`src/rtl/hex_display_scan.sv`:
```
// Time-multiplexed hex display driver: captures a packed hex value and scans it
// across NUM_DIGITS digits that share one active-low segment bus.

module hex_display_scan_chk #(
   parameter int NUM_DIGITS       = 4,
   parameter bit DIGIT_ACTIVE_LOW = 1'b1
) (
   input logic                  clk,
   input logic                  reset_n,
   input logic [NUM_DIGITS-1:0] digit_en,
   input logic                  frame_done
);
   localparam logic [NUM_DIGITS-1:0] EN_OFF = {NUM_DIGITS{DIGIT_ACTIVE_LOW}};

   a_single_digit: assert property (@(posedge clk) disable iff (!reset_n)
      $onehot0(digit_en ^ EN_OFF));

   a_frame_pulse: assert property (@(posedge clk) disable iff (!reset_n)
      frame_done |=> !frame_done);
endmodule

module hex_display_scan #(
   parameter int NUM_DIGITS       = 4,
   parameter int REFRESH_DIV      = 50000,
   parameter int GUARD_CYCLES     = 2,
   parameter bit DIGIT_ACTIVE_LOW = 1'b1
) (
   input  logic                    clk,
   input  logic                    reset_n,
   input  logic                    enable,
   input  logic                    load,
   input  logic [4*NUM_DIGITS-1:0] value,
   input  logic [NUM_DIGITS-1:0]   dp_in,
   input  logic                    blank_lz,
   output logic [1:7]              seg,
   output logic                    dp,
   output logic [NUM_DIGITS-1:0]   digit_en,
   output logic                    frame_done
);
   localparam int IDX_W = (NUM_DIGITS > 1) ? $clog2(NUM_DIGITS) : 1;
   localparam int PW    = $clog2(REFRESH_DIV);

   localparam logic [PW-1:0]         PRESC_LAST = PW'(REFRESH_DIV - 1);
   localparam logic [PW-1:0]         GUARD_END  = PW'(GUARD_CYCLES);
   localparam logic [IDX_W-1:0]      IDX_LAST   = IDX_W'(NUM_DIGITS - 1);
   localparam logic [NUM_DIGITS-1:0] EN_OFF     = {NUM_DIGITS{DIGIT_ACTIVE_LOW}};
   localparam logic [1:7]            SEG_OFF    = 7'b1111111;

   logic [4*NUM_DIGITS-1:0] value_r;
   logic [NUM_DIGITS-1:0]   dp_r;
   logic                    blank_r;
   logic [PW-1:0]           presc_r;
   logic [IDX_W-1:0]        idx_r;

   logic [1:7]              seg_r;
   logic                    dp_out_r;
   logic [NUM_DIGITS-1:0]   digit_en_r;
   logic                    frame_done_r;

   logic [NUM_DIGITS-1:0]   lz_s;
   logic                    zero_run_s;
   logic [3:0]              nib_s;
   logic [1:7]              seg_s;
   logic                    dp_s;
   logic [NUM_DIGITS-1:0]   en_s;

   // Standard hex font, active-low, bit order g..a
   function automatic logic [1:7] hex_font(input logic [3:0] nib);
      logic [1:7] f;
      case (nib)
         4'h0:    f = 7'b1000000;
         4'h1:    f = 7'b1111001;
         4'h2:    f = 7'b0100100;
         4'h3:    f = 7'b0110000;
         4'h4:    f = 7'b0011001;
         4'h5:    f = 7'b0010010;
         4'h6:    f = 7'b0000010;
         4'h7:    f = 7'b1111000;
         4'h8:    f = 7'b0000000;
         4'h9:    f = 7'b0010000;
         4'hA:    f = 7'b0001000;
         4'hB:    f = 7'b0000011;
         4'hC:    f = 7'b1000110;
         4'hD:    f = 7'b0100001;
         4'hE:    f = 7'b0000110;
         4'hF:    f = 7'b0001110;
         default: f = 7'b1111111;
      endcase
      return f;
   endfunction

   // Leading-zero map: bit k set when nibbles k..top are all zero; digit 0 always shown
   always_comb begin
      zero_run_s = 1'b1;
      lz_s       = '0;
      for (int k = NUM_DIGITS - 1; k >= 0; k--) begin
         zero_run_s = zero_run_s & (value_r[4*k +: 4] == 4'h0);
         lz_s[k]    = zero_run_s;
      end
      lz_s[0] = 1'b0;
   end

   // Decode of the digit addressed by the scan index, with guard blanking of enables
   always_comb begin
      nib_s = value_r[{idx_r, 2'b00} +: 4];
      if (blank_r && lz_s[idx_r]) begin
         seg_s = SEG_OFF;
      end else begin
         seg_s = hex_font(nib_s);
      end
      dp_s = ~dp_r[idx_r];
      en_s = EN_OFF;
      if (presc_r < GUARD_END) begin
         en_s = EN_OFF;
      end else begin
         en_s[idx_r] = ~DIGIT_ACTIVE_LOW;
      end
   end

   // Shadow capture, refresh prescaler, digit index and frame strobe
   always_ff @(posedge clk or negedge reset_n) begin
      if (!reset_n) begin
         value_r      <= '0;
         dp_r         <= '0;
         blank_r      <= 1'b0;
         presc_r      <= '0;
         idx_r        <= '0;
         frame_done_r <= 1'b0;
      end else begin
         if (load) begin
            value_r <= value;
            dp_r    <= dp_in;
            blank_r <= blank_lz;
         end
         if (!enable) begin
            presc_r      <= '0;
            idx_r        <= '0;
            frame_done_r <= 1'b0;
         end else if (presc_r == PRESC_LAST) begin
            presc_r <= '0;
            if (idx_r == IDX_LAST) begin
               idx_r        <= '0;
               frame_done_r <= 1'b1;
            end else begin
               idx_r        <= idx_r + IDX_W'(1);
               frame_done_r <= 1'b0;
            end
         end else begin
            presc_r      <= presc_r + PW'(1);
            frame_done_r <= 1'b0;
         end
      end
   end

   // Registered pin drivers; display goes dark the cycle after enable drops
   always_ff @(posedge clk or negedge reset_n) begin
      if (!reset_n) begin
         seg_r      <= SEG_OFF;
         dp_out_r   <= 1'b1;
         digit_en_r <= EN_OFF;
      end else if (!enable) begin
         seg_r      <= SEG_OFF;
         dp_out_r   <= 1'b1;
         digit_en_r <= EN_OFF;
      end else begin
         seg_r      <= seg_s;
         dp_out_r   <= dp_s;
         digit_en_r <= en_s;
      end
   end

   assign seg        = seg_r;
   assign dp         = dp_out_r;
   assign digit_en   = digit_en_r;
   assign frame_done = frame_done_r;

   hex_display_scan_chk #(
      .NUM_DIGITS       (NUM_DIGITS),
      .DIGIT_ACTIVE_LOW (DIGIT_ACTIVE_LOW)
   ) u_chk (
      .clk        (clk),
      .reset_n    (reset_n),
      .digit_en   (digit_en),
      .frame_done (frame_done)
   );
endmodule

```
`config.mk`:
```
export PLATFORM = sky130hd
export DESIGN_NAME = hex_display_scan
export DESIGN_NICKNAME = d
export VERILOG_FILES = /design/src/rtl/hex_display_scan.sv
export SDC_FILE = /design/constraint.sdc
export NUM_CORES = 1
export LEC_CHECK = 0
export CAP_MARGIN = 20
export CORE_ASPECT_RATIO = 0.75
export CORE_UTILIZATION = 54
export DETAILED_ROUTE_END_ITERATION = 7
export GPL_TIMING_DRIVEN = 0
export PLACE_DENSITY = 0.8
export SYNTH_ARGS = -nofsm -noshare
export SYNTH_HDL_FRONTEND = slang
export SYNTH_SLANG_ARGS = --single-unit
```
`constraint.sdc`:
```
create_clock -name clk -period 2.9 [get_ports clk]
set_input_delay 0.435 -clock clk [delete_from_list [all_inputs] [get_ports clk]]
set_output_delay 0.435 -clock clk [all_outputs]
set_load 0.02 [all_outputs]
```
==> impl_results.md <==
* Avg Inst Size Synth at 11.7 um^2
* Fillers at 350
* Clk slew on worst S/H paths at about 0.090 ns
* Worst r2r path cells at 7
* Max IR drop VDD at 0.327 mV
* Final hold violations at 0
* Net Count, Synth at 260
* Vias per cell at about 5.6
* CTS Buffer Depth at 2
* WL final at between 4 and 5 mm
* Synth Cell Area at 0.00262 mm^2
* Worst Setup SP: idx_r[0]
* Final setup viols at 0
* Synthesis-stage register bit count at between 50 and 60
* Fin crit share at between 80 and 90%
* Drt pass-1 iters at 4
* Clk Latency, worst-skew pair at between 0.3 and 0.4 ns
* Number of clock sinks at 52
* GR Overflow Total at 0
* Pin count of the biggest net entering global routing at 33
* Full die area at around 0.005 mm^2
* R2R Setup Slk at 0.51 ns
* Synth unique cells at 38
* TNS Setup at 0 ns
* Setup Skew at 0.00343 ns
* Synth warn at 0
* Post-DP HPWL at about 3.7 mm
* CP Launch Type: flip-flop
* Final ANT Viol Nets at 0
* PostCTS Resize Cnt at 0
* Vias post-DR at ~1800
* CTS tree: built
* Gpl congestion at 0.827
* Total GRT Usage at between 20% and 30%
* Outcome: complete, no violations
* Main synth FF type: dfrtp_1
* Die Ht at between 60 and 70 um
* Power density cells at roughly 470 mW/mm^2
* Total CTS buffers at 5
* Io pins at 38
* Vias in the first global route at approximately 1800
* CP Capture Point: seg[7]
* Worst Tran Pin Value at 0.659 ns
* Layout cell share with drive strength beyond 1 at a little over a fifth
* CTS H-tree lvls at 2
* Post-DP Area at between 0.003 and 0.004 mm^2
* Area Growth Syn to Fin at 20.9%
* IO Port Bufs at 37
* Power Total at 0.00150 W
* # DRC at 0
* CTS root buf: clkbuf_8
* Antenna violations before repair at 0
* Setup Crit Path Kind: flip-flop to flip-flop
* Die Span X at a little over 80 um
* Rows at 21
* R2r endpoint: seg[7]
* Setup Fix Bufs, Post-CTS at 0
* Final Max Slew Viols at 0
* Final worst path period need at 2.39 ns
* Hold Path Class: input port to async pin
* Crit Path Max Fanout at 10
* WP data arrival at ~2.6 ns
* Hold slack at around 0.073 ns
* Post-synthesis async set-or-reset flop share at 100%
* N_diodes at 0
* Hold-fix buffers, CTS at 0
* Cells after synthesis at around 220
* Non-filler instance count after layout at approximately 330
* First-pass GRT wire length at about 8.5 mm
* Max cap viols at 0
* EDFF count, synth at 0
* Crit path required time at approximately 3.1 ns
* Worst rel slew slack at 55.9%
* Static leakage at 1.39 nW
* Max Freq at approximately 420 MHz
* Critical R2R Launch: idx_r[0]
* DRT iter0 DRCs at approximately 140
* RSZ-0062 raised after global routing: false
* Routed wire per std cell at 15.2 um
* Setup crit end kind: flip-flop
* Initial Utilization at 57.4%
* Placed cells at 319
* Core box area at 0.00457 mm^2
* Post-synthesis sequential area ratio at between 50% and 60%
* Design Area, Final at around 0.0032 mm^2
* Nets@finish at 305
-- cell families (layout without fill, tap and decap cells) --
logic type               after synthesis  in the layout  synth area share, %
AND/OR/NAND/NOR                       72             72                 13.8
flip-flops                            52             52                 50.2
multiplexers                          30             30                 14.3
AO/OA/AOI/OAI                         22             22                 6.92
buffers and inverters                 19             65                 3.48
XOR/XNOR                              18             18                 6.01
adder cells (fa/ha/maj)               11             11                 5.25
-- layout by cell type, fill, tap and decap left out, types with 3 or more instances in the layout --
cell type | netlist | final
nand3_1 | 6 | 6
xnor2_1 | 10 | 10
o21ai_0 | 5 | 5
nor4_1 | 5 | 5
o221ai_1 | 3 | 3
a31oi_1 | 3 | 3
buf_2 | 4 | 5
mux4_2 | 4 | 4
dfstp_2 | 12 | 12
nand2_1 | 17 | 17
xor2_1 | 8 | 8
nor2_1 | 21 | 21
mux2_2 | 20 | 20
ha_1 | 11 | 11
dfrtp_1 | 40 | 40
inv_1 | 9 | 9
clkbuf_8 | 0 | 6
mux2i_1 | 6 | 6
clkdlybuf4s50_1 | 0 | 36
and3_1 | 10 | 10
nand2b_1 | 3 | 3
clkbuf_1 | 3 | 3
-- critical path, stage by stage (launching register included) --
cell and delay (ns):
dfrtp_1 0.47, buf_2 0.29, mux4_2 0.62, inv_1 0.14, ha_1 0.28, o22ai_1 0.13, a21o_1 0.18, o21ai_0 0.18
-- Yosys cell counts (2+ instances only) --
master / count / area share [%]
mux2i_1: 6 / 2.3
ha_1: 11 / 5.2
nor3_1: 2 / 0.38
nor4_2: 2 / 0.95
buf_4: 2 / 0.57
dfstp_2: 12 / 12
dfrtp_1: 40 / 38
o21ai_0: 5 / 0.95
clkbuf_1: 3 / 0.43
nand3_1: 6 / 1.1
and3_1: 10 / 2.4
mux2_2: 20 / 8.6
a2bb2o_4: 2 / 1.5
inv_1: 9 / 1.3
xor2_1: 8 / 2.7
nor2_1: 21 / 3.0
nor4_1: 5 / 1.2
mux4_2: 4 / 3.4
xnor2_1: 10 / 3.3
a31oi_1: 3 / 0.72
and2_1: 2 / 0.48
nor3b_1: 2 / 0.57
o221ai_1: 3 / 1.0
buf_2: 4 / 0.76
nand2b_1: 3 / 0.72
nand2_1: 17 / 2.4
-- report_power, final --
part | internal (W) | switching, W | leakage, nW
registers | 0.000782 | 0.0000364 | 0.636
clock network | 0.000191 | 0.000237 | 0.0510
logic | 0.000137 | 0.000119 | 0.703
total | 0.00111 | 0.000392 | 1.39
-- through the flow --
step | util (%) | setup WS, ns
2_1_floorplan | - | 0.852
3_3_place_gp | 67.0 | -0.0768
3_5_place_dp | 67.4 | 0.520
4_1_cts | 69.4 | 0.504
5_1_grt | 69.4 | 0.288
6_report | 69.4 | 0.510
-- flip-flops by register name (all words and copies together) (netlist names) --
name / cells
presc_r: 16
value_r: 16
seg: 7
digit_en: 4
dp_r: 4
idx_r: 2
blank_r: 1
dp: 1
frame_done: 1
-- cell type report --
class	count	area (um^2)	area share, %
buffer	10	57.6	1.81
clock buffer	6	82.6	2.60
clock inverter	2	10.0	0.316
inverter	9	33.8	1.07
multi-input combinational	153	1210	38.3
sequential	52	1320	41.5
tap	57	71.3	2.25
timing repair buffer	38	385	12.1
-- worst min-delay path by stage --
| stage | start | end | slack (ns) | cells past startpoint |
|---|---|---|---|---|
| floorplan | reset_n | blank_r | 0.14 | 0 |
| global placement | presc_r[0] | presc_r[0] | 0.45 | 1 |
| detailed placement | reset_n | presc_r[14] | 0.42 | 1 |
| CTS | reset_n | value_r[2] | 0.09 | 1 |
| global route | reset_n | idx_r[1] | 0.10 | 1 |
| finish | reset_n | presc_r[14] | 0.07 | 1 |
-- metal layers --
metal / GRT usage [%] / vias to the layer above / share of wire [%]
met5: 0 / - / 0
met3: 5.15 / 9 / 6.2
met1: 35.2 / 865 / 50
met2: 29.2 / 71 / 42
li1: - / 879 / -
met4: 8.55 / 0 / 1.9
(Power assumes the default switching activity.)
